**config.mk**
```make
export PLATFORM = sky130hd
export DESIGN_NAME = phy_reg_ready_table
export DESIGN_NICKNAME = d
export VERILOG_FILES = /design/src/rtl/phy_reg_ready_table_pkg.sv /design/src/rtl/phy_reg_ready_table_feedback_match.sv /design/src/rtl/phy_reg_ready_table.sv
export SDC_FILE = /design/constraint.sdc
export NUM_CORES = 2
export LEC_CHECK = 0
export ABC_CLOCK_PERIOD_IN_PS = 4980
export CAP_MARGIN = 20
export CORE_UTILIZATION = 25
export CTS_CLUSTER_SIZE = 10
export DETAILED_ROUTE_END_ITERATION = 12
export GPL_TIMING_DRIVEN = 1
export SETUP_SLACK_MARGIN = 0.5
export SYNTH_ARGS = -nofsm -noshare
export SYNTH_HDL_FRONTEND = slang
export SYNTH_SLANG_ARGS = --single-unit
export TNS_END_PERCENT = 30
```
**constraint.sdc**
```tcl
create_clock -name clk -period 4.98 [get_ports clk]
set_input_delay 0.747 -clock clk [delete_from_list [all_inputs] [get_ports clk]]
set_output_delay 0.747 -clock clk [all_outputs]
set_load 0.05 [all_outputs]
```
**src/rtl/phy_reg_ready_table_pkg.sv**
```systemverilog
// ----------------------------------------------------------------------------
// phy_reg_ready_table_pkg
// Shared sizing constants and the execute writeback feedback types used by the
// physical-register ready table.
//   PHY_REG_NUM          : number of physical registers (power of two)
//   RENAME_WIDTH         : destination allocations per cycle from rename
//   READ_PORT_NUM        : issue-side readiness query ports
//   FEEDBACK_CHANNEL_NUM : channels in execute_feedback_pack (ALU, BRU, CSR,
//                          DIV, LSU, MUL order; sum of all unit counts)
// ----------------------------------------------------------------------------
package phy_reg_ready_table_pkg;

    localparam int PHY_REG_NUM          = 128;
    localparam int RENAME_WIDTH         = 4;
    localparam int READ_PORT_NUM        = 8;
    localparam int FEEDBACK_CHANNEL_NUM = 8;

    localparam int PHY_ID_W = $clog2(PHY_REG_NUM);
    localparam int VALUE_W  = 32;

    typedef struct packed {
        logic                enable;
        logic [PHY_ID_W-1:0] phy_id;
        logic [VALUE_W-1:0]  value;
    } execute_feedback_channel_t;

    typedef execute_feedback_channel_t [FEEDBACK_CHANNEL_NUM-1:0] execute_feedback_pack_t;

endpackage

```
**src/rtl/phy_reg_ready_table_feedback_match.sv**
```systemverilog
// ----------------------------------------------------------------------------
// phy_reg_ready_table_feedback_match
// Reports whether any enabled feedback channel targets the given register.
// Used once per read port to form the zero-cycle wakeup bypass.
//   execute_feedback_pack : merged writeback feedback from all execute units
//   phy_id                : register being queried
//   hit                   : 1 when some enabled channel carries phy_id
// ----------------------------------------------------------------------------
module phy_reg_ready_table_feedback_match
    import phy_reg_ready_table_pkg::*;
(
    input  execute_feedback_pack_t execute_feedback_pack,
    input  logic [PHY_ID_W-1:0]    phy_id,
    output logic                   hit
);

    // Result values travel in the same pack but play no part in readiness.
    logic unused_value;

    always_comb begin
        hit          = 1'b0;
        unused_value = 1'b0;
        for (int c = 0; c < FEEDBACK_CHANNEL_NUM; c++) begin
            if (execute_feedback_pack[c].enable && (execute_feedback_pack[c].phy_id == phy_id)) begin
                hit = 1'b1;
            end
            unused_value = unused_value ^ (^execute_feedback_pack[c].value);
        end
    end

endmodule

```
**src/rtl/phy_reg_ready_table.sv**
```systemverilog
// ----------------------------------------------------------------------------
// phy_reg_ready_table
// Per-physical-register ready bit for the out-of-order core. Rename clears the
// bit of each newly allocated destination, execute feedback sets it, and a
// flush marks every register ready (only committed mappings survive).
// Register 0 is permanently ready.
//   clk                   : core clock
//   rst                   : asynchronous, active-low reset (table -> all ones)
//   execute_feedback_pack : per-channel enable/phy_id/value writeback feedback
//   rename_alloc_valid    : allocation slot valid
//   rename_alloc_phy_id   : allocated destination register per slot
//   flush                 : pipeline flush from commit
//   read_phy_id           : issue-side query register per port
//   read_ready            : combinational readiness, feedback bypassed in
//   ready_bitmap          : registered table contents
// ----------------------------------------------------------------------------
module phy_reg_ready_table
    import phy_reg_ready_table_pkg::*;
(
    input  logic                                         clk,
    input  logic                                         rst,
    input  execute_feedback_pack_t                       execute_feedback_pack,
    input  logic [RENAME_WIDTH-1:0]                      rename_alloc_valid,
    input  logic [RENAME_WIDTH-1:0][PHY_ID_W-1:0]        rename_alloc_phy_id,
    input  logic                                         flush,
    input  logic [READ_PORT_NUM-1:0][PHY_ID_W-1:0]       read_phy_id,
    output logic [READ_PORT_NUM-1:0]                     read_ready,
    output logic [PHY_REG_NUM-1:0]                       ready_bitmap
);

    logic [PHY_REG_NUM-1:0] ready_q;
    logic [PHY_REG_NUM-1:0] ready_d;
    logic [PHY_REG_NUM-1:0] alloc_hit;
    logic [PHY_REG_NUM-1:0] fb_hit;
    logic [READ_PORT_NUM-1:0] bypass_hit;

    // Decode allocations and feedback into one-hot-per-register vectors.
    // Register 0 is masked out of both so it can never be cleared.
    always_comb begin
        alloc_hit = '0;
        fb_hit    = '0;
        for (int i = 0; i < RENAME_WIDTH; i++) begin
            if (rename_alloc_valid[i]) begin
                alloc_hit[rename_alloc_phy_id[i]] = 1'b1;
            end
        end
        for (int c = 0; c < FEEDBACK_CHANNEL_NUM; c++) begin
            if (execute_feedback_pack[c].enable) begin
                fb_hit[execute_feedback_pack[c].phy_id] = 1'b1;
            end
        end
        alloc_hit[0] = 1'b0;
        fb_hit[0]    = 1'b0;
    end

    // Priority: flush, then allocate clear, then feedback set, else hold.
    always_comb begin
        if (flush) begin
            ready_d = '1;
        end else begin
            ready_d = (ready_q | fb_hit) & ~alloc_hit;
        end
        ready_d[0] = 1'b1;
    end

    always_ff @(posedge clk or negedge rst) begin
        if (!rst) begin
            ready_q <= '1;
        end else begin
            ready_q <= ready_d;
        end
    end

    assign ready_bitmap = ready_q;

    // Feedback is bypassed into the read ports; same-cycle allocation clears
    // are deliberately not, since rename and issue of one instruction never
    // coincide.
    for (genvar p = 0; p < READ_PORT_NUM; p++) begin : g_read
        phy_reg_ready_table_feedback_match u_match (
            .execute_feedback_pack (execute_feedback_pack),
            .phy_id                (read_phy_id[p]),
            .hit                   (bypass_hit[p])
        );
        assign read_ready[p] = ready_q[read_phy_id[p]] | bypass_hit[p];
    end

`ifndef SYNTHESIS
    logic dup_alloc;

    always_comb begin
        dup_alloc = 1'b0;
        for (int i = 0; i < RENAME_WIDTH; i++) begin
            for (int j = i + 1; j < RENAME_WIDTH; j++) begin
                if (rename_alloc_valid[i] && rename_alloc_valid[j] &&
                    (rename_alloc_phy_id[i] == rename_alloc_phy_id[j]) &&
                    (rename_alloc_phy_id[i] != '0)) begin
                    dup_alloc = 1'b1;
                end
            end
        end
    end

    a_no_dup_alloc: assert property (@(posedge clk) disable iff (!rst) !dup_alloc)
        else $error("phy_reg_ready_table: two rename slots allocated the same register");

    a_no_alloc_fb_clash: assert property (@(posedge clk) disable iff (!rst) !(|(alloc_hit & fb_hit)))
        else $error("phy_reg_ready_table: allocate and feedback hit the same register");
`endif

endmodule

```
Word-level counts from Yosys, hierarchy flattened
Index checks and enable logic that the tools add are counted.

Bits in registers: 127. Input port bits: 411. Logic and storage cells: 311.

Magnitude comparators: 32. Equality and inequality tests: 64. Mux-type cells: 117. Bitwise operators: 21. Reductions and logical operators: 76.

Operators by type and width (number): $mux W128 (13); $or A128 B128 Y128 (11); $eq A7 B7 Y1 (64); $lt A7 B8 Y1 const B (20); $and A128 B128 Y128 (1); $not A128 Y128 (1); $demux W1 S7 (12); $ge A7 B1 Y1 const B (12); $mux W1 (84); $logic_and A1 B1 Y1 (76); $bmux W1 S7 (8); $or A1 B1 Y1 (8).

Longest topological paths before layout
Depth after elaboration: 22. Mapped depth: 10. Mapped depth without buffers: 6.

By module
From an unflattened synthesis, not the netlist that was laid out.

Cells, all modules: 3542. Area total of the unflattened synthesis: 30317.8 um^2.

By module, submodules not included: phy_reg_ready_table (times used 1, cells each 2838, area each 24652.4 um^2, seq. area each 3337.0 um^2); phy_reg_ready_table_feedback_match (times used 8, cells each 88, area each 708.2 um^2, seq. area each 0.0 um^2).

Worst setup path before layout
No wires, ideal clock.

Path kind: input port to output port. From: in read_phy_id[14] (netlist name). To: out read_ready[2]. Arrival: 3285 ps. Data required time: 4233 ps. Setup slack: 948 ps. Cell stages on the path: 8. Cell sequence: buf_4 buf_4 buf_2 buf_4 mux2_2 o22ai_1 nor4_1 o21ai_0.

Longest elaborated chain between the ends: 11. Elaborated cells between the ends (all ways): 27. Classes of those cells: eq/ne: 8; mux: 10; bitwise: 1; reduce/logical: 8.

RTL lines: from (decl) (line phy_reg_ready_table.sv:26) `input logic [READ_PORT_NUM-1:0][PHY_ID_W-1:0] read_phy_id,`; $eq A7 B7 Y1 (line phy_reg_ready_table_feedback_match.sv:24) `if (execute_feedback_pack[c].enable && (execute_feedback_pack[c].phy_id == phy_id)) begin`; $logic_and A1 B1 Y1 (line phy_reg_ready_table_feedback_match.sv:24); $mux W1 (8 in series) (line phy_reg_ready_table_feedback_match.sv:24); $or A1 B1 Y1 (*) (line phy_reg_ready_table.sv:85) `assign read_ready[p] = ready_q[read_phy_id[p]] | bypass_hit[p];`; to (decl) (line phy_reg_ready_table.sv:27) `output logic [READ_PORT_NUM-1:0] read_ready,`.

Mark *: on every way between the ends. The rest lies on a longest branch, timed or not. The select of a mux whose other input is x is not followed.

Worst setup path in the final report
From: in execute_feedback_pack[154] (netlist name). To: out read_ready[2].

Longest elaborated chain between the ends: 8.

RTL lines: from (decl) (line phy_reg_ready_table.sv:22) `input execute_feedback_pack_t execute_feedback_pack,`; $eq A7 B7 Y1 (line phy_reg_ready_table_feedback_match.sv:24); $logic_and A1 B1 Y1 (line phy_reg_ready_table_feedback_match.sv:24); $mux W1 (5 in series) (line phy_reg_ready_table_feedback_match.sv:24); $or A1 B1 Y1 (line phy_reg_ready_table.sv:85).

Every way passes these cells.

==> flow_metrics.py <==
metrics = {
    "outcome": {
        "run_status": "complete, no violations",
    },
    "clocking": {
        "post-cts-setup-buffer-count": 0,
        "worst_setup_hold_path_clk_slew_ps": 60,
        "clock_buffers_created_by_tritoncts": 17,
        "worstSkewPairLatency_ps": 480,
        "postCtsHoldBufs": 0,
        "htree_levels": 4,
        "root_buffer": "clkbuf_16",
        "tritoncts": "done",
        "post_cts_resized": 0,
        "number_of_clock_sinks": 127,
        "clock_tree.buffer_depth": 2,
    },
    "synth": {
        "synth.yosys.seq_area_share_pct": 11.4,
        "syn_inst": 3718,
        "synthesis.nets": 4129,
        "yosys_most_used_dff": "dfstp_2",
        "number_of_synthesized_flops_with_an_enable_pin": 0,
        "ys_warn_count": 0,
        "avgSynthCellArea_um2": 7.85,
        "post_synth_design_cell_area_um2": 29200,
        "yosys.area.top_type_share_pct": 18.2,
        "async_flop_share_pct": 100,
        "yosysUniqueCellTypes": 73,
        "synth.area.top_cells": "mux4_2 18%, dfstp_2 11%, xnor2_1 7.6%, o22ai_1 7.4%, nor2_1 6.5%",
        "ys_ff_latch": 127,
        "yosysTopAreaCell": "mux4_2",
    },
    "setup_path": {
        "critical_path.endpoint_type": "output port",
        "crit_path_start_kind": "input pin",
        "worstPathRequired_ps": 4230,
        "crit_start": "execute_feedback_pack[154]",
        "regToRegStartpoint": "ready_bitmap[32]",
        "worstPathArrival_ps": 3650,
        "worstSetupPathType": "in2out",
        "worstPathMaxFanout": 11,
    },
    "final_layout": {
        "layout-area-overhead-vs-synth_pct": 18.2,
        "layout-drive-gt1-share_pct": 17.7,
        "layout.core_utilization_pct": 30.0,
        "stdcell_area_um2": 34500,
        "filler_cell_count": 12400,
        "largest_register_ff_count": 127,
        "nNetsFinal": 4273,
    },
    "detailed_routing": {
        "routed_via_density": 7.08,
        "routed_wl_mm": 206,
        "firstDrtPassIters": 8,
        "drt-initial-drc-count": 7774,
        "route.detailed.drc": 0,
        "post_drt_wl_per_cell_um": 38.2,
        "antenna_left": 0,
        "vias": 38200,
    },
    "power_and_ir_drop": {
        "pwr_density_cell_nw_per_um2": 135,
        "p_int_uw": 2570,
        "worst_supply_voltage_drop_on_vdd_v": 0.000267,
        "clock_network_fraction_of_design_power_pct": 28.2,
        "power.share.switching_pct": 44.8,
        "switchingPower_uw": 2080,
        "reg_power_share_pct": 25.1,
        "static_leak_uw": 0.00956,
        "power.combinational.fraction_pct": 46.7,
    },
    "sta": {
        "timing.setup.tns_ps": 0,
        "maximum_clock_frequency_ghz": 0.228,
        "timing.final.crit_share_pct": 88.2,
        "finalMaxSlewViolations": 0,
        "relSlewSlack_pct": 13.7,
        "clock_skew_ps": 0,
        "rsz0062_at_grt": "no",
        "setup_viol_count_final": 0,
        "hold_violations": 0,
        "layout_min_cycle_time_ps": 4390,
        "max_slew.worst_pin.slew_ps": 1290,
    },
    "placed_design": {
        "postPlaceCellArea_um2": 33900,
        "dp.final_hpwl_mm": 152,
        "gp_routability_congestion": 1.18,
        "io_buffer_count": 289,
    },
    "die": {
        "core_um2": 115000,
        "initial_standard_cell_utilization_of_the_core_pct": 25.4,
        "chipWidth_um": 344,
        "chip_height_um": 344,
        "design.portCount": 547,
        "die_area_um2": 118000,
        "rows": 124,
    },
    "job": {
        "cap_violations": 0,
    },
    "global_routing": {
        "grt_start_max_net_pins": 128,
        "groute.usage.overall_pct": 33.5,
        "global_routing_met2_resource_utilization_pct": 48.8,
        "via_count_of_the_first_global_routing_pass": 35200,
        "m3_gr_usage_pct": 16.0,
        "grt_first_pass_wirelength_mm": 282,
        "grtUsageMet1_pct": 41.1,
        "top_usage_layer": "met2",
        "overflow_left_after_global_routing": 0,
        "antenna_found_initial": 15,
    },
    "min_path": {
        "worstHoldPathType": "in2async",
    },
}
==> synthesized netlist by cell type (41+ instances only) <==
library cell  count
nand3_1         135
clkbuf_1        194
nand4_1         124
xor2_1          195
xnor2_1         253
nand2_1         247
buf_2           121
nand2b_1         41
nor4_1           57
a21oi_1          80
o22ai_1         347
nor2b_1          82
nor2_1          503
a22oi_1          42
mux4_2          236
nor3_1           70
a2111oi_0        60
a211oi_1        195
a21o_1          119
dfstp_2         127
mux2i_1          65
==> worst paths after layout <==
check                      slack [ps]  cells past startpoint                 to
max                               590                      9      read_ready[2]
min                               780                      2   ready_bitmap[70]
max reg2reg                      3350                      4   ready_bitmap[32]
min reg2reg                       830                      3  ready_bitmap[108]
max in group asynchronous        4030                      2    ready_bitmap[1]
min in group clk                  830                      3  ready_bitmap[108]
==> worst max-delay path, cell delays in order <==
cell             delay (ps)
clkdlybuf4s50_1         950
buf_4                   300
xor2_1                  170
nor4_1                   80
nand4_1                  90
o21ai_0                 170
nor4_1                  560
o21ai_0                 330
buf_12                  230
==> power by group through the flow <==
stage / logic (uW) / registers [uW] / clock network, uW
2_1_floorplan: 1230 / 1160 / 0
3_3_place_gp: 2050 / 1170 / 0
3_5_place_dp: 2070 / 1170 / 0
4_1_cts: 2070 / 1150 / 1320
5_1_grt: 2210 / 1160 / 1360
6_report: 2170 / 1170 / 1310
==> cell families after synthesis <==
family	share of synthesized area, %
compound gates	24.7
xor+xnor	13.4
buf+inv	6.18
flops	11.4
mux	21.3
other cells	0.0129
simple gates	23.0
==> area by class of cell <==
type / instances / area (um^2) / area share [%]
Sequential cell: 127 / 3340 / 9.67
Tap cell: 1512 / 1890 / 5.48
Antenna cell: 9 / 22.5 / 0.0653
Inverter: 15 / 56.3 / 0.163
Timing Repair Buffer: 511 / 4510 / 13.1
Clock inverter: 10 / 114 / 0.330
Multi-Input combinational cell: 3190 / 24100 / 69.9
Clock buffer: 21 / 460 / 1.33
==> per-layer routing <==
| layer | share of wire [%] | up-vias |
|---|---|---|
| li1 | - | 14600 |
| met1 | 36 | 18600 |
| met2 | 41 | 3940 |
| met3 | 16 | 938 |
| met4 | 6.5 | 20 |
| met5 | 0.20 | - |
==> cell usage in the layout, fill, tap and decap left out, types with 16 or more instances in the layout <==
cell type        instances
buf_2                   24
dfstp_2                127
nor2_1                 500
buf_4                  218
a2111oi_0               60
nor2b_1                 82
a22oi_1                 42
mux4_2                 236
nand2_1                247
nor3_1                  64
nand4_1                124
xnor2_1                253
clkdlybuf4s50_1        254
mux2i_1                 65
nand4b_1                16
nor4_1                  57
clkbuf_16               17
o22ai_1                347
a211oi_1               195
and2_1                  21
o211ai_1                32
o21ai_0                 40
nand3_1                135
nand2b_1                41
xor2_1                 195
a21o_1                 119
a21oi_1                 80
nand3b_1                16
a221oi_1                40
nor3b_1                 23
a31oi_1                 19
==> per-stage QoR <==
step | total power, uW | instances | setup WS (ps) | hold slack [ps]
after floorplan | 2390 | 3718 | 948 | 599
after global placement | 3220 | 5349 | 628 | 783
after detailed placement | 3230 | 5350 | 667 | 792
after CTS | 4550 | 5381 | 655 | 790
after global routing | 4730 | 5387 | 571 | 840
final | 4650 | 5395 | 588 | 778
(Power assumes the default switching activity.)
